$ cat config.mk
export PLATFORM = sky130hd
export DESIGN_NAME = adder_subtractor
export DESIGN_NICKNAME = d
export VERILOG_FILES = /design/src/rtl/alu_pkg.sv /design/src/rtl/ripple_carry_adder.sv /design/src/rtl/adder_subtractor.sv
export SDC_FILE = /design/constraint.sdc
export NUM_CORES = 1
export LEC_CHECK = 0
export BUFFER_PORTS_ARGS = -buffer_cell sky130_fd_sc_hd__buf_2
export CAP_MARGIN = 40
export CORE_ASPECT_RATIO = 0.7
export CORE_MARGIN = 8
export CORE_UTILIZATION = 45
export DETAILED_ROUTE_END_ITERATION = 7
export GPL_ROUTABILITY_DRIVEN = 0
export PLACE_DENSITY = 0.79
export SLEW_MARGIN = 15
export SYNTH_ARGS = -nofsm -noshare
export SYNTH_HDL_FRONTEND = slang
export SYNTH_SLANG_ARGS = --single-unit
export TNS_END_PERCENT = 20
$ cat constraint.sdc
create_clock -name clk -period 3.9 [get_ports clk]
set_clock_uncertainty 0.15 [all_clocks]
set_input_delay 0.39 -clock clk [delete_from_list [all_inputs] [get_ports clk]]
set_output_delay 0.39 -clock clk [all_outputs]
set_load 0.005 [all_outputs]
$ cat src/rtl/alu_pkg.sv
// ---------------------------------------------------------------------------
// alu_pkg
// Shared definitions for the ALU datapath leaves.
//   ALU_WIDTH : default operand/result width of the ALU datapath
//   flags_t   : per-result status flags {carry, ovf, zero}
//               carry holds carry-out for additions and borrow for
//               subtractions, so the flag register downstream can treat
//               both results uniformly.
// ---------------------------------------------------------------------------
package alu_pkg;

  localparam int ALU_WIDTH = 8;

  typedef struct packed {
    logic carry;
    logic ovf;
    logic zero;
  } flags_t;

endpackage : alu_pkg

$ cat src/rtl/ripple_carry_adder.sv
// ---------------------------------------------------------------------------
// ripple_carry_adder
// Plain WIDTH-bit ripple-carry adder built from per-bit full-adder logic.
// Purely combinational.
// Ports:
//   a, b  : WIDTH-bit addends
//   cin   : carry into bit 0
//   s     : WIDTH-bit sum (a + b + cin truncated)
//   cout  : carry out of the MSB
// ---------------------------------------------------------------------------
module ripple_carry_adder #(
  parameter int WIDTH = 8
) (
  input  logic [WIDTH-1:0] a,
  input  logic [WIDTH-1:0] b,
  input  logic             cin,
  output logic [WIDTH-1:0] s,
  output logic             cout
);

  // The carry is walked bit by bit through a local variable rather than a
  // carry vector; this keeps the ripple chain explicit while avoiding a
  // self-referencing net that some tools flag as a combinational loop.
  always_comb begin
    logic w_carry;
    s       = '0;
    w_carry = cin;
    for (int i = 0; i < WIDTH; i++) begin
      s[i]    = a[i] ^ b[i] ^ w_carry;
      w_carry = (a[i] & b[i]) | (w_carry & (a[i] ^ b[i]));
    end
    cout = w_carry;
  end

endmodule : ripple_carry_adder

$ cat src/rtl/adder_subtractor.sv
// ---------------------------------------------------------------------------
// adder_subtractor
// Registered two's-complement add/subtract unit. A+B and A-B are computed in
// parallel from the same operand pair and registered together with their
// carry/borrow, signed-overflow and zero flags. Latency is one cycle and a
// new operand pair may be accepted every cycle.
// WIDTH is intended for the range 2..32.
// Ports:
//   clk        : clock, all state on the rising edge
//   rst        : synchronous active-high reset, clears every output
//   in_valid   : a/b are valid and are captured this cycle
//   a, b       : signed operands
//   out_valid  : results valid (one cycle after in_valid)
//   sum        : A+B truncated to WIDTH
//   cout_add   : unsigned carry out of A+B
//   ovf_add    : signed overflow of A+B
//   diff       : A-B truncated to WIDTH
//   cout_sub   : borrow of A-B (1 when A < B unsigned)
//   ovf_sub    : signed overflow of A-B
//   zero_sum   : sum == 0
//   zero_diff  : diff == 0
// ---------------------------------------------------------------------------
module adder_subtractor
  import alu_pkg::*;
#(
  parameter int WIDTH = ALU_WIDTH
) (
  input  logic             clk,
  input  logic             rst,
  input  logic             in_valid,
  input  logic [WIDTH-1:0] a,
  input  logic [WIDTH-1:0] b,
  output logic             out_valid,
  output logic [WIDTH-1:0] sum,
  output logic             cout_add,
  output logic             ovf_add,
  output logic [WIDTH-1:0] diff,
  output logic             cout_sub,
  output logic             ovf_sub,
  output logic             zero_sum,
  output logic             zero_diff
);

  localparam int MSB = WIDTH - 1;

  logic [WIDTH-1:0] w_sum;
  logic [WIDTH-1:0] w_diff;
  logic [WIDTH-1:0] w_bInv;
  logic             w_addCout;
  logic             w_subCout;
  flags_t           w_addFlags;
  flags_t           w_subFlags;

  logic             r_outValid;
  logic [WIDTH-1:0] r_sum;
  logic [WIDTH-1:0] r_diff;
  flags_t           r_addFlags;
  flags_t           r_subFlags;

  assign w_bInv = ~b;

  // Addition path: plain A + B.
  ripple_carry_adder #(
    .WIDTH (WIDTH)
  ) u_addPath (
    .a    (a),
    .b    (b),
    .cin  (1'b0),
    .s    (w_sum),
    .cout (w_addCout)
  );

  // Subtraction path: A + ~B + 1 on an identical ripple structure.
  ripple_carry_adder #(
    .WIDTH (WIDTH)
  ) u_subPath (
    .a    (a),
    .b    (w_bInv),
    .cin  (1'b1),
    .s    (w_diff),
    .cout (w_subCout)
  );

  // Flag derivation. For subtraction the raw carry is 1 when no borrow
  // occurred, so it is inverted to present a borrow. Overflow on subtract
  // is only possible when the operand signs differ, since A-B behaves like
  // A plus an operand of the opposite sign.
  always_comb begin
    w_addFlags.carry = w_addCout;
    w_addFlags.ovf   = (a[MSB] == b[MSB]) && (w_sum[MSB] != a[MSB]);
    w_addFlags.zero  = (w_sum == '0);
    w_subFlags.carry = ~w_subCout;
    w_subFlags.ovf   = (a[MSB] != b[MSB]) && (w_diff[MSB] != a[MSB]);
    w_subFlags.zero  = (w_diff == '0);
  end

  // Output register. Reset wins over in_valid so an operation presented
  // during reset is dropped. When in_valid is low only out_valid falls and
  // the previous results stay visible for the flag register downstream.
  always_ff @(posedge clk) begin
    if (rst) begin
      r_outValid <= 1'b0;
      r_sum      <= '0;
      r_diff     <= '0;
      r_addFlags <= '0;
      r_subFlags <= '0;
    end else begin
      r_outValid <= in_valid;
      if (in_valid) begin
        r_sum      <= w_sum;
        r_diff     <= w_diff;
        r_addFlags <= w_addFlags;
        r_subFlags <= w_subFlags;
      end
    end
  end

  assign out_valid = r_outValid;
  assign sum       = r_sum;
  assign cout_add  = r_addFlags.carry;
  assign ovf_add   = r_addFlags.ovf;
  assign zero_sum  = r_addFlags.zero;
  assign diff      = r_diff;
  assign cout_sub  = r_subFlags.carry;
  assign ovf_sub   = r_subFlags.ovf;
  assign zero_diff = r_subFlags.zero;

endmodule : adder_subtractor

Yosys cells after proc, flatten, opt, wreduce, memory -nomap -nowiden
Cells that the tools add are included.

storage, ports and cells
  flip-flop bits (word level) = 23
  bits of input ports = 19
  output and inout port bits = 23
  word-level logic and storage cells = 95

operators by class
  equal/unequal tests = 4
  bitwise gates (word level) = 78
  reduce and logical (&&, ||, !) cells = 4

operators by type and width
  cell                   number
  AND 1 bit              30
  XOR 1 bit              30
  logical NOT 8 bit      2
  bitwise OR 1 bit       15
  NOT 8 bit              1
  inequality test 1 bit  3
  logical AND 1 bit      2
  NOT 1 bit              2
  equality test 1 bit    1

Depth between registers and ports, before layout
Gate-level depths: netlist of the first run.

  depth after elaboration = 18
  depth in mapped cells = 14
  gate-level depth less buffers = 14

Modules after synthesis
Synthesis of the first run repeated with hierarchy kept, for this count alone.

unflattened totals
  cell total of the unflattened synthesis = 127
  area total of the unflattened synthesis = 1293.7 µm²

by module, submodules not included
  module              times used  cells an instance  area an instance (µm²)  seq. area each (µm²)
  adder_subtractor    1           91                 898.4                   460.4
  ripple_carry_adder  2           18                 197.7                   0.0

Least setup slack after synthesis of the first run
No wires, ideal clock.

  path kind = input-to-reg
  start = input port a[0]
  end = register r_subFlags, in the netlist ovf_sub
  library setup time = 129 ps
  arrival = 3546 ps
  required time = 3621 ps
  path slack = 75 ps
  cell stages on the path = 14
  buffers on the path = 0
  cells stage by stage = inv_1 > ha_1 > fa_1 > fa_1 > fa_1 > inv_1 > fa_1 > inv_1 > fa_1 > fa_1 > fa_1 > xnor2_1 > a31oi_1 > nor2_1

between the ends
  longest elaborated chain between the ends = 17
  elaborated cells between the ends (all ways) = 18
  classes of those cells = eq/ne (1); bitwise (16); reduce/logical (1)

ends and longest elaborated chain
  element                                 line                      RTL
  start: declaration                      adder_subtractor.sv:31    input logic [WIDTH-1:0] a,
  AND 1 bit or XOR 1 bit (tied branches)  ripple_carry_adder.sv:30  w_carry = (a[i] & b[i]) | (w_carry & (a[i] ^ b[i]));
  bitwise OR 1 bit *                      ripple_carry_adder.sv:30
  AND 1 bit *                             ripple_carry_adder.sv:30
  bitwise OR 1 bit *                      ripple_carry_adder.sv:30
  AND 1 bit *                             ripple_carry_adder.sv:30
  bitwise OR 1 bit *                      ripple_carry_adder.sv:30
  AND 1 bit *                             ripple_carry_adder.sv:30
  bitwise OR 1 bit *                      ripple_carry_adder.sv:30
  AND 1 bit *                             ripple_carry_adder.sv:30
  bitwise OR 1 bit *                      ripple_carry_adder.sv:30
  AND 1 bit *                             ripple_carry_adder.sv:30
  bitwise OR 1 bit *                      ripple_carry_adder.sv:30
  AND 1 bit *                             ripple_carry_adder.sv:30
  bitwise OR 1 bit *                      ripple_carry_adder.sv:30
  XOR 1 bit *                             ripple_carry_adder.sv:29  s[i] = a[i] ^ b[i] ^ w_carry;
  inequality test 1 bit *                 adder_subtractor.sv:93    w_subFlags.ovf = (a[MSB] != b[MSB]) && (w_diff[MSB] != a[MSB]);
  logical AND 1 bit *                     adder_subtractor.sv:93
  end signal: assignment                  adder_subtractor.sv:113   r_subFlags <= w_subFlags;
  end: declaration                        adder_subtractor.sv:58    flags_t r_subFlags;

Mark *: on every way between the ends. The rest lies on a longest branch, timed or not.
A chain may end at the register's enable or synchronous reset.

Final worst setup path of the first run
  start = input port a[0]
  end = register r_addFlags, in the netlist zero_sum

between the ends
  longest elaborated chain between the ends = 15
  elaborated cells between the ends (all ways) = 22
  classes of those cells = bitwise (21); reduce/logical (1)

ends and longest elaborated chain
  element                 line                      RTL
  AND 1 bit (2 in a row)  ripple_carry_adder.sv:30
  bitwise OR 1 bit        ripple_carry_adder.sv:30
  AND 1 bit               ripple_carry_adder.sv:30
  bitwise OR 1 bit        ripple_carry_adder.sv:30
  AND 1 bit               ripple_carry_adder.sv:30
  bitwise OR 1 bit        ripple_carry_adder.sv:30
  AND 1 bit               ripple_carry_adder.sv:30
  bitwise OR 1 bit        ripple_carry_adder.sv:30
  AND 1 bit               ripple_carry_adder.sv:30
  bitwise OR 1 bit        ripple_carry_adder.sv:30
  AND 1 bit               ripple_carry_adder.sv:30
  bitwise OR 1 bit        ripple_carry_adder.sv:30
  XOR 1 bit               ripple_carry_adder.sv:29
  logical NOT 8 bit *     adder_subtractor.sv:91    w_addFlags.zero = (w_sum == '0);
  end signal: assignment  adder_subtractor.sv:112   r_addFlags <= w_addFlags;
  end: declaration        adder_subtractor.sv:57    flags_t r_addFlags;

Marks and branches as above.

==> results.md, run 1 <==
Logic synthesis:
- For this run, the leading register cell type out of synthesis is dfxtp_1.
- The number of cells produced by synthesis is 115.
- The synthesized netlist devotes 11.55% of its cell area to compound gates.
- The number of enable flip-flop cells after synthesis is 0.
- The synthesized design devotes to its leading area cell type 34.44% of total area.
- The area share of and/or/nand/nor cells after synthesis is 12.13%.
- The register bit count reported by yosys is 22.
- The adder and majority cell fraction of the synthesized area is 24.85%.
- The yosys synthesis warning count is 0.
- The per-instance average area after synthesis is 11.12 sq um.
- The commonest cells after synthesis are 22 x dfxtp_1, 18 x nor2_1, 16 x inv_1.
- The number of nets handed over by synthesis was 151.
- The post-synthesis sequential area ratio is 34.44%.
- Ranked by total cell area, the synthesized netlist is headed by dfxtp_1 34%, fa_1 22%, a211oi_2 8.8%.
- The dominant combinational cell family by area after synthesis is adder cells.
- After Yosys synthesis, XOR and XNOR cells account for 1.370% of the synthesized area.
- In this run, distinct cell masters in the synthesized netlist total 28.
- The mux contribution to synthesized area is 5.479%.
- Of all cell types, the one taking the most synthesized area is dfxtp_1.
- Of all flip-flops after synthesis, the portion carrying an async set or reset was 0%.
- The cell with the most instances after synthesis is dfxtp_1.
- The summed instance area of the synthesized netlist is 1279 sq um.

Timing:
- The count of final hold-check violations came to 0.
- Setup violations remaining at the end of the flow were counted as 0.
- Derived from the worst setup path, the maximum achievable clock frequency is 0.2634 GHz.
- The worst max-slew margin expressed relative to the limit is 51.74%.
- The summed negative setup slack over all endpoints is 0 ns.
- The worst-margin pin slew is 0.7239 ns.
- The max-slew violation count is 0.
- In the finished design, the share of the clock period the worst path needs comes to 97.35%.
- In the post-route analysis, the smallest setup slack over all paths is 0.1033 ns.
- The shortest period the worst path allows is 3.797 ns.

Power:
- The post-route total power is 626.7 uW.
- The cell leakage power is 0.7535 nW.
- The ratio of total power to cell area is 400.7 nW/um^2.
- The proportion of power drawn by flip-flops and latches is 40.4%.
- The proportion of total power due to net switching is 26.66%.
- In this run the power spent charging and discharging nets is 167.1 uW.
- In this run, the clock network consumes 33.7% of the power.
- The power share of the combinational group is 25.9%.
- The internal power of the cells is 459.6 uW.
- Across the VDD grid, the largest voltage drop is 0.3092 mV.

Cells and area:
- The final layout net count is 192.
- Relative to the synthesized area, the layout overhead comes to 22.31%.
- The layout filler cell count is 239.
- The diode insertion count for antenna repair is 0.
- The fraction of layout instances using a drive strength above 1 is 42.58%.
- The sequential cells in the finished layout cover a total of 440.4 sq um.
- In the final layout, the multi-input gates occupy 726.9 sq um.

Worst setup path:
- In this design, the critical path's most frequently occurring cell is fa_1.
- Grouping stages by cell kind, the critical path spends the most delay in adder cells.
- STA classifies the critical path startpoint as an input pin.
- The endpoint arrival time on the critical path is 3.79 ns.
- In this design, the stage delay of the slowest critical-path cell is 0.47 ns.
- At the worst endpoint, the required time is 3.89 ns.
- The critical path is of the in -> reg type.
- Traced cell by cell, the critical path runs through buf_2 > ha_1 > fa_2 > fa_2 > fa_2 > inv_1 > fa_1 > inv_1 > fa_1 > fa_1 > inv_1 > fa_1 > and4b_1 > nand3_1 > a21oi_2.
- Of all nets on the critical path, the largest fanout is 3.
- STA classifies the critical path endpoint as a register.
- For this design, the slowest cell found on the critical path is fa_1.
- The worst path buffer plus inverter count is 4.

Placement:
- At the placement stage, the worst setup path has a slack of -0.2477 ns.
- The count of port buffers added during placement is 41.
- Detailed placement ended at an HPWL of 2.234 mm.

Job:
- The number of max-capacitance violations reported is 0.

Worst hold path:
- The type of the tightest min-delay check is reg -> reg.

Clocking:
- The hold buffer count at CTS is 0.
- CTS built an H-tree with a depth of 1.
- The post-cts resize count is 0.
- Counting every sink on the clock net gives 22.
- The clock reaches the later pin of the worst-skew pair after 0.26 ns.
- The number of buffers inserted by post-CTS setup repair is 0.
- Clock-pin slew was measured on the worst setup and hold paths at 0.08 ns.
- The clock tree from TritonCTS is built.
- No sink is reached through more buffers than the 2 on the longest clock path.
- Buffers inserted during clock tree synthesis total 3.
- CTS placed an instance of clkbuf_8 at the clock tree root.

Outcome:
- The flow ran to the end, and the final reports show no timing, DRC or antenna violations.

GRT:
- The number of global-route vias before repair came to 983.
- The first-pass GRT wire length is 4.298 mm.
- The pin count of the biggest net entering global routing is 36.
- In the global route stage, overall resource usage came out at 11.34%.
- The number of antenna violations at the first check in global routing is 0.
- After global routing the overflow that remains totals 0.

Routing:
- The detailed router finished its first iteration with 30 violations.
- The final layout contains routed wiring with a total length of 2.803 mm.
- For this run, design rule violations remaining after detail routing come to 0.
- Using the TritonRoute via totals, the vias-per-cell ratio works out to 4.906.
- The via total after detailed routing is 937.
- The count of nets left with antenna violations once routing finished came out at 0.
- Dividing the detail-routed wire length by the instance count gives 14.68 um.
- For this run, the detailed router's first-pass iteration total came to 4.

Die:
- The cell row count is 16.
- The floorplan step set the die width to 79.72 um.
- The total I/O pin count is 42.
- For this configuration, the core starts out at a cell density of 46.62%.
- The die footprint is 4831 sq um.
- The vertical die dimension is 60.60 um.
- The area of the placeable core is 2743 sq um.
## layer usage
layer,part of all wire [%],vias up,wire (um),track usage (%)
li1,-,450,-,-
met1,42,460,1178,12.49
met2,51,25,1420,20.14
met3,7.0,2,197,4.586
met4,0.25,0,7,2.625
met5,0,-,0,0
## power groups by stage
stage          clock, mW  combinational [mW]  sequential, mW
2_1_floorplan          0              0.0980           0.260
3_3_place_gp           0               0.154           0.257
3_5_place_dp           0               0.158           0.258
4_1_cts            0.218               0.159           0.253
5_1_grt            0.226               0.181           0.255
6_report           0.211               0.162           0.253
## cells by family (layout without fill, tap and decap cells)
kind of cell    Yosys count  in the layout
flops                    22             22
xor+xnor                  2              2
simple gates             30             30
compound gates           14             14
fa+ha+maj                17             17
buf+inv                  23             63
mux                       7              7
## worst paths after layout
kind,start,end,slack (ns),depth (start not counted)
setup reg to reg,ovf_sub$_SDFFE_PP0P_,ovf_sub$_SDFFE_PP0P_,2.99,3
setup / recovery,a[0],zero_sum$_SDFFE_PP0P_,0.10,15
hold reg to reg,ovf_add$_SDFFE_PP0P_,ovf_add$_SDFFE_PP0P_,0.34,2
hold / removal,ovf_add$_SDFFE_PP0P_,ovf_add$_SDFFE_PP0P_,0.34,2
## cell type report
class | instances | share of cell area, %
Tap cell | 36 | 2.880
Multi-Input combinational cell | 70 | 46.48
Timing Repair Buffer | 43 | 14.08
Clock buffer | 3 | 2.640
Sequential cell | 22 | 28.16
Inverter | 16 | 3.840
Clock inverter | 1 | 1.920
## sequential cells by signal (all words and copies together) (netlist names)
| signal | count |
|---|---|
| cout_add | 1 |
| sum | 8 |
| ovf_sub | 1 |
| zero_diff | 1 |
| diff | 7 |
| zero_sum | 1 |
| out_valid | 1 |
| cout_sub | 1 |
| ovf_add | 1 |
## per-stage QoR
stage                     utilization (%)  hold WS (ns)  instances  area (sq um)
after global routing                57.03        0.3508        191          1564
final                               57.03        0.3411        191          1564
after floorplan                         -        0.3115        115          1279
after global placement              53.74        0.3077        187          1474
after detailed placement            53.74        0.3185        187          1474
after CTS                           56.34        0.3324        191          1545
## tightest hold or removal path, cell delays in order, from the launching register on
cell      delay, ns
dfxtp_1        0.31
nand2b_1       0.08
a21oi_2        0.06
## cells in the final DEF (no fill, tap or decap)
cell and n:
fa_1 8, buf_4 2, bufinv_16 1, and4b_1 1, clkbuf_8 3, a21o_1 1, nor2_2 1, a211oi_1 1
buf_2 41, nand2b_1 2, nor2_1 18, a21oi_2 2, inv_1 16, fa_2 6, nand4_1 1, and2b_1 1
a31oi_1 1, a211oi_2 9, nor4_2 1, mux2i_1 7, nand3_1 2, nor3b_1 1, dfxtp_1 22, ha_1 3
nand4b_1 1, xnor2_1 2, nor2b_1 1
No activity file was read; power rests on OpenSTA's default activity.
==> run 2: changes to the inputs <==
--- a/config.mk
+++ b/config.mk
@@ -5,9 +5,9 @@
 export SDC_FILE = /design/constraint.sdc
 export NUM_CORES = 1
 export LEC_CHECK = 0
+export ABC_AREA = 1
 export BUFFER_PORTS_ARGS = -buffer_cell sky130_fd_sc_hd__buf_2
 export CAP_MARGIN = 40
-export CORE_ASPECT_RATIO = 0.7
 export CORE_MARGIN = 8
 export CORE_UTILIZATION = 45
 export DETAILED_ROUTE_END_ITERATION = 7
@@ -16,5 +16,6 @@
 export SLEW_MARGIN = 15
 export SYNTH_ARGS = -nofsm -noshare
 export SYNTH_HDL_FRONTEND = slang
+export SYNTH_HIERARCHICAL = 1
 export SYNTH_SLANG_ARGS = --single-unit
 export TNS_END_PERCENT = 20
==> run 2 against run 1 <==
Setup slack lost 0.0034 ns. Clock-buffer cell count grew 1. Largest power group unchanged. Clock power shrank 48%. Critical endpoint is now ovf_sub$_SDFFE_PP0P_. Critical path type unchanged. Non-clock buffer count shrank 1. Highest routed layer unchanged. Maximum frequency is essentially flat.
==> results.md, run 2 <==
Placement:
- The total half-perimeter wirelength after legalization and detailed placement is 2.282 mm.
- The post-detailed-placement cell area is 1544 sq um.
- The number of cells in the design after placement is 231.
- The count of port buffers added during placement is 41.

Timing:
- The worst max-slew margin expressed relative to the limit is 62.16%.
- Setup violations remaining at the end of the flow were counted as 0.
- The final period utilization is 97.44%.
- The shortest period the worst path allows is 3.800 ns.
- Setup repair after global routing could not meet its margin everywhere.
- The timing-limited maximum frequency is 0.2632 GHz.
- The worst-margin pin slew is 0.5675 ns.
- The count of final hold-check violations was 0.
- The max-slew violation count is 0.
- The summed negative setup slack over all endpoints is 0 ns.

Logic synthesis:
- By count the netlist is led by 42 x inv_1, 23 x dfxtp_1, 19 x nor2_1, 19 x o21ai_0.
- After synthesis, the cell types taking the most area are dfxtp_1 34%, fa_1 24%, inv_1 12%.
- Counting flops and latches in the post-synthesis netlist gives 23.
- For this run, asynchronously set or reset flops after synthesis account for 0%.
- The synthesized design spends more area on one cell type than any other, namely dfxtp_1.
- The unique cell type count in the Yosys netlist is 14.
- inv_1 is the most common cell in the netlist.
- Summing the sequential cell areas from Yosys gives 34.46% of the chip area.
- The average instance in the mapped netlist occupies 8.148 sq um.
- After synthesis, the largest area contributor takes up 34.46% of total cell area.
- The number of nets in the synthesized netlist is 199.
- The summed instance area of the synthesized netlist is 1336 sq um.
- The number of cells produced by synthesis is 164.
- The primary flip-flop cell chosen by synthesis mapping is dfxtp_1.
- The number of enable flip-flop cells after synthesis is 0.
- During synthesis, Yosys emitted a total of 6 warnings.

Clocking:
- TritonCTS built the clock tree.
- The clock latency on the worst-skew pair is 0.31 ns.
- The tree built by TritonCTS fans out to 23 sinks.
- The hold buffer count at CTS is 0.
- TritonCTS created 3 clock buffers.
- The number of buffers on the longest clock path is 2.
- CTS built an H-tree with a depth of 1.
- Clock-pin slew was measured on the worst setup and hold paths at 0.13 ns.
- The root buffer cell chosen for the clock tree is clkbuf_4.

Worst setup path:
- In this run the critical register-to-register path is launched from sum[7]$_SDFFE_PP0P_.
- In this run the worst path has a maximum fanout of 3.
- The terminus of the critical flop-to-flop path is sum[7]$_SDFFE_PP0P_.
- The number of cells traversed by the worst register-to-register path is 2.
- Data on the critical path arrives at its endpoint at 3.87 ns.
- In this run the register-to-register setup slack is 3.06 ns.
- By startpoint and endpoint, the worst setup path is classified as in -> reg.
- Data on the critical path is required at its endpoint by 3.97 ns.
- STA classifies the critical path startpoint as an input pin.
- The nature of the critical path endpoint is a register.

Worst hold path:
- The endpoint with the worst hold slack is zero_diff$_SDFFE_PP0P_.
- Counting instances, the worst hold path has a depth of 2.
- The startpoint identified for the worst hold timing path is rst.
- The type of the tightest min-delay check is in -> reg.

Cells and area:
- The number of standard cells in the final layout excluding fillers is 235.
- The finished cells cover 1588 sq um.
- The number of antenna diodes in the final layout is 0.
- In the final layout, the share of cells above drive strength 1 is 27.94%.
- The final layout net count is 240.
- From synthesis to final layout, the design area changed by 18.82%.
- In the layout the commonest cells are 41 x inv_1, 41 x buf_2, 23 x dfxtp_1, 19 x o21ai_0, 19 x nor2_1.

GRT:
- The number of antenna violations at the first check in global routing is 0.
- Entering global routing, the biggest net connects 37 pins.
- The first-pass GRT wire length is 5.002 mm.
- The global-route usage over all layers is 12.26%.
- Summed over all layers, the global routing overflow is 0.
- The number of global-route vias before repair came to 1,149.

Power:
- The analysis attributes to cell leakage a power of 0.8590 nW.
- The design draws 530.9 uW.
- For this design the ratio of total power to cell area is 334.4 nW/um^2.
- The peak ir drop on the vdd network is 0.1978 mV.

Routing:
- Dividing the detail-routed wire length by the instance count gives 12.17 um.
- Dividing the detail-routed via count by the number of cells gives 4.723.
- In this run the remaining antenna-violating nets after routing total 0.
- The total routed wirelength is 2.860 mm.
- The detailed router finished its first iteration with 65 violations.
- The routed layout has 1,110 vias.
- For this run, design rule violations remaining after detail routing come to 0.
- For this run, the detailed router's first-pass iteration total came to 4.

Die:
- The area of the placeable core is 2781 sq um.
- Row generation in the floorplan step produced 19 rows.
- The die span in x is 70.50 um.
- The die covers 4970 sq um.
- The starting utilization of the core area is 48.04%.
- The die is 70.50 um tall.
- For this design the top-level I/O count stands at 42.

Job:
- The number of max-capacitance violations reported is 0.

Outcome:
- The run finished with clean final reports.
-- run 2: per-layer routing --
layer  vias up  global-route usage [%]  wire, um
li1        561                       -         -
met1       508                   14.64      1241
met2        35                   19.92      1352
met3         6                   4.237       213
met4         0                   4.018        53
met5         -                       0         0
-- run 2: stage by stage --
| stage | util, % | setup slack [ns] | hold WS [ns] |
|---|---|---|---|
| finish | 57.08 | 0.09990 | 0.1160 |
| floorplan | - | -0.02936 | 0.3039 |
| global route | 57.08 | -0.002299 | 0.1066 |
| CTS | 56.55 | 0.01104 | 0.1102 |
| global placement | 55.51 | -0.3211 | 0.3038 |
| detailed placement | 55.51 | -0.3729 | 0.3001 |
-- run 2: logic make-up (layout without fill, tap and decap cells) --
| kind of cell | count (synthesis) | after routing | synth area share (%) |
|---|---|---|---|
| buffers and inverters | 49 | 89 | 15.92 |
| AND/OR/NAND/NOR | 39 | 39 | 11.80 |
| AO/OA/AOI/OAI | 35 | 35 | 13.30 |
| flip-flops | 23 | 23 | 34.46 |
| adder cells (fa/ha/maj) | 16 | 16 | 23.97 |
| other | 2 | 2 | 0.5620 |
-- run 2: repair_timing --
| action | CTS | global route |
|---|---|---|
| pin swaps | 0 | 0 |
| endpoints found under the setup margin | 2 | 6 |
| buffers inserted | 0 | 0 |
| gates cloned | 0 | 0 |
| resized for setup | 1 | 6 |
-- run 2: worst max-delay path: stages --
cell and delay [ns]:
buf_2 0.12, fa_1 0.41, inv_1 0.08, fa_1 0.16
inv_1 0.05, fa_1 0.38, fa_2 0.36, fa_2 0.35
fa_2 0.36, fa_2 0.35, inv_1 0.08, fa_1 0.42
inv_2 0.11, nor2_4 0.04, nand3_1 0.06, nand3_1 0.06
nand2_1 0.06, inv_1 0.04
-- run 2: how the worst max path moves through the flow --
stage	start	end	depth (start not counted)
after global routing	a[0]	ovf_sub$_SDFFE_PP0P_	18
after detailed placement	a[0]	ovf_sub$_SDFFE_PP0P_	18
after CTS	a[0]	ovf_sub$_SDFFE_PP0P_	18
after global placement	a[0]	ovf_sub$_SDFFE_PP0P_	18
after floorplan	b[0]	ovf_sub$_SDFFE_PP0P_	18
final	a[0]	ovf_sub$_SDFFE_PP0P_	18
-- run 2: area by class of cell --
type | count | area (sq um)
fill | 279 | 1194
multi-input combinational | 92 | 685.7
sequential | 23 | 460.4
timing repair buffer | 42 | 212.7
inverter | 43 | 163.9
tap | 31 | 38.79
clock buffer | 4 | 26.28
-- run 2: power by group --
part,switching [mW],internal (mW)
Sequential,0.00856,0.255
Combinational,0.0913,0.0660
Clock,0.0701,0.0399
Total,0.170,0.361
